`src/rtl/game_state_pkg.sv`:
```
// Frame format exchanged between the game logic and the VGA game decoder.
// The screen tiles occupy the low bits so screen[0][0] is bit 0 of the frame.
package game_state_pkg;

  typedef struct packed {
    logic [15:0]     score;
    logic [3:0][7:0] screen;
  } game_state_t;

endpackage

```
`src/rtl/frame_handoff_ctrl.sv`:
```
// Double-buffered frame handoff: the producer fills a pending slot, and the
// display register takes that slot only on an eligible vblank edge.
module frame_handoff_ctrl
  import game_state_pkg::*;
#(
  parameter int unsigned OVERWRITE      = 1,
  parameter int unsigned SWAP_DIVIDE    = 1,
  parameter int unsigned DROP_CNT_BITS  = 8,
  parameter int unsigned FRAME_CNT_BITS = 16
) (
  input  logic                      clk,
  input  logic                      reset,
  input  game_state_t               game_frame,
  input  logic                      game_frame_valid,
  output logic                      game_frame_ready,
  input  logic                      VGA_new_frame_ready,
  output game_state_t               VGA_frame,
  output logic                      frame_swapped,
  output logic [FRAME_CNT_BITS-1:0] frames_shown,
  output logic [DROP_CNT_BITS-1:0]  frames_dropped
);

  typedef enum logic [0:0] {
    EMPTY   = 1'b0,
    PENDING = 1'b1
  } state_t;

  localparam logic [7:0] DIV_LAST = 8'(SWAP_DIVIDE - 32'd1);

  state_t      state_r;
  state_t      state_next_s;
  game_state_t pending_r;
  logic        vnr_r;
  logic [7:0]  div_cnt_r;
  logic        vblank_edge_s;
  logic        eligible_s;
  logic        accept_s;
  logic        swap_s;
  logic        drop_s;

  // Producer handshake: latest-wins mode never back-pressures.
  always_comb begin
    if (OVERWRITE != 32'd0) begin
      game_frame_ready = 1'b1;
    end else begin
      game_frame_ready = (state_r == EMPTY);
    end
  end

  // Event decode for the current cycle.
  always_comb begin
    vblank_edge_s = VGA_new_frame_ready & ~vnr_r;
    eligible_s    = vblank_edge_s & (div_cnt_r == DIV_LAST);
    accept_s      = game_frame_valid & game_frame_ready;
    swap_s        = eligible_s & (state_r == PENDING);
    drop_s        = accept_s & (state_r == PENDING) & ~swap_s;
  end

  // Next-state logic: an accept always leaves a frame pending.
  always_comb begin
    state_next_s = state_r;
    case (state_r)
      EMPTY: begin
        if (accept_s) begin
          state_next_s = PENDING;
        end else begin
          state_next_s = EMPTY;
        end
      end
      PENDING: begin
        if (swap_s && !accept_s) begin
          state_next_s = EMPTY;
        end else begin
          state_next_s = PENDING;
        end
      end
      default: state_next_s = EMPTY;
    endcase
  end

  // State register.
  always_ff @(posedge clk) begin
    if (reset) begin
      state_r <= EMPTY;
    end else begin
      state_r <= state_next_s;
    end
  end

  // Datapath: edge detect, divider, pending slot, display register, counters.
  // vnr_r resets high so a level already asserted out of reset is not an edge.
  always_ff @(posedge clk) begin
    if (reset) begin
      vnr_r          <= 1'b1;
      div_cnt_r      <= 8'd0;
      pending_r      <= '0;
      VGA_frame      <= '0;
      frame_swapped  <= 1'b0;
      frames_shown   <= '0;
      frames_dropped <= '0;
    end else begin
      vnr_r         <= VGA_new_frame_ready;
      frame_swapped <= swap_s;
      if (eligible_s) begin
        div_cnt_r <= 8'd0;
      end else if (vblank_edge_s) begin
        div_cnt_r <= div_cnt_r + 8'd1;
      end
      if (accept_s) begin
        pending_r <= game_frame;
      end
      if (swap_s) begin
        VGA_frame    <= pending_r;
        frames_shown <= frames_shown + FRAME_CNT_BITS'(1'b1);
      end
      if (drop_s && (frames_dropped != {DROP_CNT_BITS{1'b1}})) begin
        frames_dropped <= frames_dropped + DROP_CNT_BITS'(1'b1);
      end
    end
  end

endmodule

```
`config.mk`:
```
export PLATFORM = sky130hd
export DESIGN_NAME = frame_handoff_ctrl
export DESIGN_NICKNAME = d
export VERILOG_FILES = /design/src/rtl/game_state_pkg.sv /design/src/rtl/frame_handoff_ctrl.sv
export SDC_FILE = /design/constraint.sdc
export NUM_CORES = 1
export LEC_CHECK = 0
export ABC_AREA = 0
export CAP_MARGIN = 30
export CORE_MARGIN = 2
export CORE_UTILIZATION = 44
export CTS_CLUSTER_SIZE = 14
export DETAILED_ROUTE_END_ITERATION = 10
export HOLD_SLACK_MARGIN = 0.06
export PLACE_DENSITY_LB_ADDON = 0.3
export SYNTH_ARGS = -nofsm -noshare
export SYNTH_HDL_FRONTEND = slang
export SYNTH_SLANG_ARGS = --single-unit
```
`constraint.sdc`:
```
create_clock -name clk -period 1.7 [get_ports clk]
set_clock_uncertainty 0.05 [all_clocks]
set_input_delay 0.17 -clock clk [delete_from_list [all_inputs] [get_ports clk]]
set_output_delay 0.17 -clock clk [all_outputs]
set_load 0.03 [all_outputs]
```
### After elaboration in Yosys (flattened, before gate mapping)

Index checks and enable logic that the tools add are counted.

* register bits: 131
* bits of input ports: 52
* output and inout bits: 74
* word-level logic and storage cells: 36

* add/sub/neg operators: 3
* eq/ne operators: 1
* muxes and demuxes: 3
* bitwise gates (word level): 8
* reductions and logical operators: 5

Operators by type and width (number)
* 16-bit by 1-bit adder with 16-bit output, second input constant: 1
* 8-bit by 1-bit adder with 8-bit output, second input constant: 2
* 8-bit zero test: 1
* 8-bit inequality test, second input constant: 1
* 1-bit bitwise AND: 5
* 1-bit NOT: 3
* 1-bit logical AND: 2
* 1-bit 2-to-1 mux: 2
* 1-bit case mux with 2 select lines: 1
* 2-bit OR reduction: 1
* 1-bit zero test: 1

### Depth between registers and ports, before layout

Gate-level depths: netlist of the first run.

* word-level depth: 7
* mapped depth: 8
* gate-level depth less buffers: 6

### Worst setup path after synthesis of the first run

Ideal clock, no wire load.

* path kind: register to register
* start: reg div_cnt_r[0]
* end: reg frames_shown[13]
* setup time: 0.070 ns
* arrival time: 1.716 ns
* required time: 1.580 ns
* path slack: -0.137 ns
* cell stages (with the launch flop): 8
* buffers on the path: 1
* period minus slack after synthesis: 1.837 ns
* path through: dfxtp_1 > inv_1 > ha_1 > nor4b_4 > nand4_2 > buf_6 > or4_1 > a21oi_1

* longest elaborated chain between the ends: 3

Ends and longest elaborated chain
* from (decl): RTL line frame_handoff_ctrl.sv:34 `logic [7:0] div_cnt_r;`
* from (signal assigned): RTL line frame_handoff_ctrl.sv:107 `div_cnt_r <= div_cnt_r + 8'd1;`
* 8-bit zero test: RTL line frame_handoff_ctrl.sv:53 `eligible_s = vblank_edge_s & (div_cnt_r == DIV_LAST);`
* 1-bit bitwise AND: RTL line frame_handoff_ctrl.sv:53
* 1-bit bitwise AND: RTL line frame_handoff_ctrl.sv:55 `swap_s = eligible_s & (state_r == PENDING);`
* to (signal assigned): RTL line frame_handoff_ctrl.sv:114 `frames_shown <= frames_shown + FRAME_CNT_BITS'(1'b1);`
* to (decl): RTL line frame_handoff_ctrl.sv:19 `output logic [FRAME_CNT_BITS-1:0] frames_shown,`

No other way between the ends.
A chain may end at the register's enable or synchronous reset.

### Worst setup path in the final report of the first run

* start: reg div_cnt_r[1]
* end: reg frames_shown[14]

Same word-level chain as after synthesis.

==> results of run 1 <==
==> worst reg2reg max path, delay by kind of cell, from the launching register on <==
kind,cells,cell delay (ns)
AND/OR/NAND/NOR,3,0.77
buffers and inverters,3,0.42
flip-flops,1,0.32
AO/OA/AOI/OAI,1,0.13
adder cells (fa/ha/maj),1,0.12
==> per-stage QoR <==
step                      hold WS [ns]  setup WS (ns)  utilization [%]
after floorplan                  0.227        -0.0678                -
after global placement           0.385         -0.343             60.0
after detailed placement         0.395         -0.380             60.0
after CTS                       0.0679         -0.176             68.0
after global routing            0.0817         -0.246             70.3
final                           0.0845         -0.184             70.3
==> layout by cell type, fill, tap and decap left out, types with 7 or more instances in the layout <==
master           instances
a21oi_1                 38
a21oi_2                 32
buf_12                   8
buf_4                   27
buf_6                    9
clkbuf_16               17
clkdlybuf4s50_1         82
dfxtp_1                123
dfxtp_2                  7
dlygate4sd2_1           22
dlymetal6s2s_1          18
mux2i_1                 49
nand2_1                 95
nand2_4                  9
nand3_1                 12
nand4_1                  8
nor2_1                  65
o31ai_1                  9
or4_1                    8
==> routing by layer <==
| metal | GRT usage, % | wire (µm) | vias up |
|---|---|---|---|
| li1 | - | - | 2229 |
| met2 | 36.4 | 6510 | 154 |
| met1 | 25.4 | 5600 | 2210 |
| met3 | 9.60 | 1120 | 27 |
| met4 | 8.75 | 261 | 0 |
| met5 | 0 | 0 | - |
==> where the power goes <==
| part | internal (mW) | total [mW] | switching [mW] | leakage (nW) |
|---|---|---|---|---|
| registers | 3.16 | 3.22 | 0.0572 | 1.07 |
| logic | 0.270 | 0.519 | 0.250 | 2.01 |
| clock network | 2.43 | 3.65 | 1.22 | 0.292 |
==> worst paths after layout <==
check                           cells after the start                to  slack [ns]        startpoint
worst max-delay path                                8  frames_shown[14]       -0.18      div_cnt_r[1]
worst min-delay path                                3           state_r        0.08  game_frame_valid
worst max register to register                      8  frames_shown[14]       -0.18      div_cnt_r[1]
worst min register to register                      2      VGA_frame[6]        0.40      VGA_frame[6]
==> kinds of logic after synthesis <==
| family | count (synthesis) | synth area share (%) |
|---|---|---|
| simple gates | 233 | 21.3 |
| flops | 131 | 52.5 |
| compound gates | 91 | 9.87 |
| mux | 51 | 10.3 |
| buf+inv | 42 | 3.51 |
| xor+xnor | 8 | 1.40 |
| fa+ha+maj | 4 | 1.00 |
| other cells | 1 | 0.0751 |
==> repair_timing <==
action,in CTS,in global routing
resized for setup,69,70
pin swaps,21,24
hold buffers,0,0
cloned,5,0
setup endpoints to repair,95,100
buffers inserted,7,4
==> sequential cells by signal (all words and copies together), names as in the netlist <==
name            flops
frames_shown       16
vnr_r               1
pending_r          48
state_r             1
div_cnt_r           8
frames_dropped      8
frame_swapped       1
VGA_frame          48
==> cell type report <==
cell class                      instances  area, µm²
Inverter                                4       15.0
Sequential cell                       131       2640
Fill cell                             826       3250
Clock inverter                          5        100
Multi-Input combinational cell        391       2560
Clock buffer                           24        492
Tap cell                              140        175
Timing Repair Buffer                  167       1710
Antenna cell                            1       2.50
==> reports/metrics.yaml, run 1 <==
start_util_pct: 45.7
final.min_clock_period_ns: 1.88
routabilityCongestion: 0.811
drv_cap: 0
worstMarginPinSlew_ns: 0.517
antenna_found_initial: 0
max_stage_delay_ns: 0.45
portBuffers: 124
drt_wl_total_mm: 13.5
via_per_inst: 5.35
place_hpwl_mm: 8.30
clock_path_buffers: 2
tritoncts: "yes"
status: "finished, violations left"
synth-edff-count: 0
start_kind: "register"
powerDensity_nw_per_um2: 960
path_clk_slew_ns: 0.06
synthTopCellsByArea: "dfxtp_1 (53%), mux2i_1 (9.8%), nand2_1 (8.0%)"
ant_nets: 0
crit_family: "simple AND/OR/NAND/NOR gates"
synth_flop_cell: "dfxtp_1"
path_cells: "inv_2 -> ha_4 -> nor4b_4 -> buf_6 -> nand4_4 -> buf_6 -> or4_1 -> a21oi_1"
cp.arrival_ns: 2.18
die_h_um: 111
yosysMostFrequentCell: "dfxtp_1"
avgSynthCellArea_um2: 8.90
die_x_um: 111
finalNonFillerCells: 863
maxSlewHeadroom_pct: 65.5
grt_max_degree: 64
drtIter0Drc: 252
hold_viol: 0
syn_area_um2: 4990
rsz0062_at_grt: "yes"
slew_violations: 0
critPathBufInv: 3
die-area_um2: 12200
drive_above_1_share_pct: 20.6
clock_latency_ns: 0.41
ys_types: 34
synthCells: 561
cp-end-kind: "register"
setup_viol: 71
dp.cells: 820
finalSetupTns_ns: -6.93
p_total_mw: 7.38
path_common_cell: "buf_6"
postLayoutSetupSlackWorst_ns: -0.184
ys_warn_count: 0
drtPass1Iterations: 4
gr-total-overflow: 0
grt_pass1_wl_mm: 22.1
num_rows: 38
io_pins: 126
clock-sinks: 131
min_path_type: "in -> reg"
synth_seq_cells: 131
synth_commonest_cells: "dfxtp_1 (131), nand2_1 (107), a21oi_1 (70)"
first_global_vias: 4732
ir_worst_vdd_mv: 0.702
place_area_um2: 6560
cp_max_fo: 5
netlist.area_leader.share_pct: 52.5
grt_usage_pct: 22.1
fin_area_um2: 7690
async_flop_share_pct: 0
crit_type: "reg -> reg"
detail_route.drc_violations: 0
numCtsBuffers: 17
syn-num-nets: 617
yosysSeqAreaShare_pct: 52.5
cp_slowest_cell: "or4_1"
violations: "negative setup slack"
nNetsFinal: 768
cts.htree.levels: 4
min_period_over_period_pct: 111
yosys.area.top_type: "dfxtp_1"
core-area_um2: 10900
vias: 4620
cp.required_ns: 1.99
wl_per_cell_um: 15.6
cts_root_buf: "clkbuf_16"
cellLeakagePower_nw: 3.37
area_growth_pct: 53.9
fmax_mhz: 531
Note: power is estimated with default switching activity, not from simulation.
==> run 2, diff against run 1 <==
--- a/config.mk
+++ b/config.mk
@@ -8,9 +8,10 @@
 export ABC_AREA = 0
 export CAP_MARGIN = 30
 export CORE_MARGIN = 2
-export CORE_UTILIZATION = 44
+export CORE_UTILIZATION = 56
 export CTS_CLUSTER_SIZE = 14
 export DETAILED_ROUTE_END_ITERATION = 10
+export DONT_BUFFER_PORTS = 1
 export HOLD_SLACK_MARGIN = 0.06
 export PLACE_DENSITY_LB_ADDON = 0.3
 export SYNTH_ARGS = -nofsm -noshare
==> reports/metrics.yaml, run 2 (synthesis results as in run 1) <==
io_pins: 126  # unchanged
gr-total-overflow: 0  # unchanged
r2r_slack_ns: -0.24  # -0.06 ns
setup_viol: 72  # +1.4%
numCtsBuffers: 17  # unchanged
portBuffers: 0  # -100%
layout_common_cells: "dfxtp_1 (123), nand2_1 (71), nor2_1 (65), dlygate4sd3_1 (56), mux2i_1 (48)"
reg_top3: "VGA_frame: 48 flops, pending_r: 48 flops, frames_shown: 16 flops"
min_to: "frames_shown[14]"
via_per_inst: 5.92  # +11%
min_path_type: "in -> reg"
clock_path_buffers: 2  # unchanged
die_x_um: 98.4  # -11%
final.min_clock_period_ns: 1.94  # +0.0603 ns
fmax_mhz: 514  # -3.1%
critPathBufInv: 4  # +1
status: "finished, violations left"
grt_max_degree: 128  # +100%
holdBufCountCts: 56  # +56
start_util_pct: 57.5  # +12 points
slew_violations: 0  # unchanged
crit_type: "reg -> reg"
top_layer: "met4"
wl_per_cell_um: 19.6  # +26%
finalNonFillerCells: 784  # -9.2%
drt_wl_total_mm: 15.4  # +14%
antenna_found_initial: 0  # unchanged
die_h_um: 98.4  # -11%
min_period_over_period_pct: 114  # +3.5 points
drtIter0Drc: 317  # +26%
rr_worst_depth: 9  # +1
crit_family: "simple AND/OR/NAND/NOR gates"
cts_root_buf: "clkbuf_8"
r2r-end: "VGA_frame[43]"
drive_above_1_share_pct: 32.0  # +11 points
wl_met1_mm: 5.73  # +2.3%
cp-end-kind: "register"
nNetsFinal: 719  # -6.4%
min_from: "reset"
clock-sinks: 131  # unchanged
place_hpwl_mm: 7.17  # -14%
cp_slowest_cell: "dfxtp_4"
final_core_util_pct: 85.6  # +15 points
cts.htree.levels: 4  # unchanged
area_growth_pct: 48.8
timing.rr.start: "div_cnt_r[0]"
hold_path_depth: 1  # -2
routabilityCongestion: 0.856  # +5.6%
clock_latency_ns: 0.51  # +0.10 ns
dp.cells: 676  # -18%
dr_wl_met2_mm: 7.99  # +23%
cp.required_ns: 2.09  # +0.10 ns
max_stage_delay_ns: 0.35  # -0.10 ns
die-area_um2: 9690  # -21%
grt_usage_pct: 28.2  # +6.0 points
ir_worst_vdd_mv: 1.03  # +46%
rsz0062_at_grt: "yes"
drtPass1Iterations: 5  # +1
hold_viol: 79  # +79
first_global_vias: 4462  # -5.7%
violations: "negative hold slack, negative setup slack"
tritoncts: "yes"
detail_route.drc_violations: 0  # unchanged
path_cells: "inv_4 -> ha_4 -> nor4b_4 -> buf_4 -> and4_4 -> buf_6 -> clkbuf_16 -> nand2_4 -> a21oi_2"
drv_cap: 0  # unchanged
ant_nets: 0  # unchanged
wl_met3_mm: 1.38  # +23%
grt_pass1_wl_mm: 22.1  # +0.19%
path_clk_slew_ns: 0.07  # about the same
postLayoutSetupSlackWorst_ns: -0.244  # -0.0603 ns
antenna_cells: 0  # -1
cp.arrival_ns: 2.33  # +0.15 ns
cellLeakagePower_nw: 3.24  # -4.0%
place_ws_ns: -0.181  # +0.199 ns
core-area_um2: 8680  # -21%
num_rows: 34  # -11%
start_kind: "register"
vias: 4638  # +0.39%
cp_max_fo: 7  # +2
powerDensity_nw_per_um2: 989  # +3.0%
timing.hold.ws_ns: -0.338  # -0.422 ns
final_common_cell: "dfxtp_1"
run 2: worst max path at each step:
stage / start / endpoint / cells after the start
floorplan: div_cnt_r[0] / frames_shown[13] / 7
global placement: div_cnt_r[1] / frames_shown[9] / 7
detailed placement: div_cnt_r[1] / frames_shown[5] / 7
CTS: div_cnt_r[1] / frames_shown[12] / 8
global route: div_cnt_r[1] / VGA_frame[3] / 9
finish: div_cnt_r[0] / VGA_frame[43] / 9
run 2: metrics by stage:
| stage | power (mW) | setup TNS (ns) | area (µm²) |
|---|---|---|---|
| CTS | 7.27 | -7.71 | 6960 |
| detailed placement | 3.50 | -3.48 | 5380 |
| finish | 7.35 | -12.97 | 7430 |
| global placement | 3.49 | -1.18 | 5380 |
| global route | 7.53 | -16.95 | 7430 |
| floorplan | 3.51 | -0.298 | 5020 |
run 2: layout make-up:
| cell class | count | area, µm² |
|---|---|---|
| multi-input cells | 389 | 2820 |
| fillers | 429 | 1250 |
| well taps | 108 | 135 |
| repair buffers | 120 | 1230 |
| inverters | 4 | 17.5 |
| clock buffers | 18 | 418 |
| flip-flops and latches | 131 | 2640 |
| clock inverters | 14 | 178 |
run 2: where the power goes:
| part | switching (mW) | internal [mW] |
|---|---|---|
| Clock | 1.43 | 2.26 |
| Sequential | 0.0921 | 3.15 |
| Combinational | 0.169 | 0.248 |
| Total | 1.69 | 5.66 |
run 2: layer usage:
layer / global-route usage, % / up-vias
met5: 0 / -
met4: 10.0 / 0
met3: 8.58 / 31
met2: 49.4 / 231
met1: 32.6 / 2247
li1: - / 2129
run 2: timing repair:
item | in CTS | in global routing
endpoints found under the hold margin | 131 | 79
gates resized for setup | 44 | 123
pin swaps | 30 | 66
setup buffers | 14 | 4
cloned | 6 | 2
endpoints found under the setup margin | 71 | 82
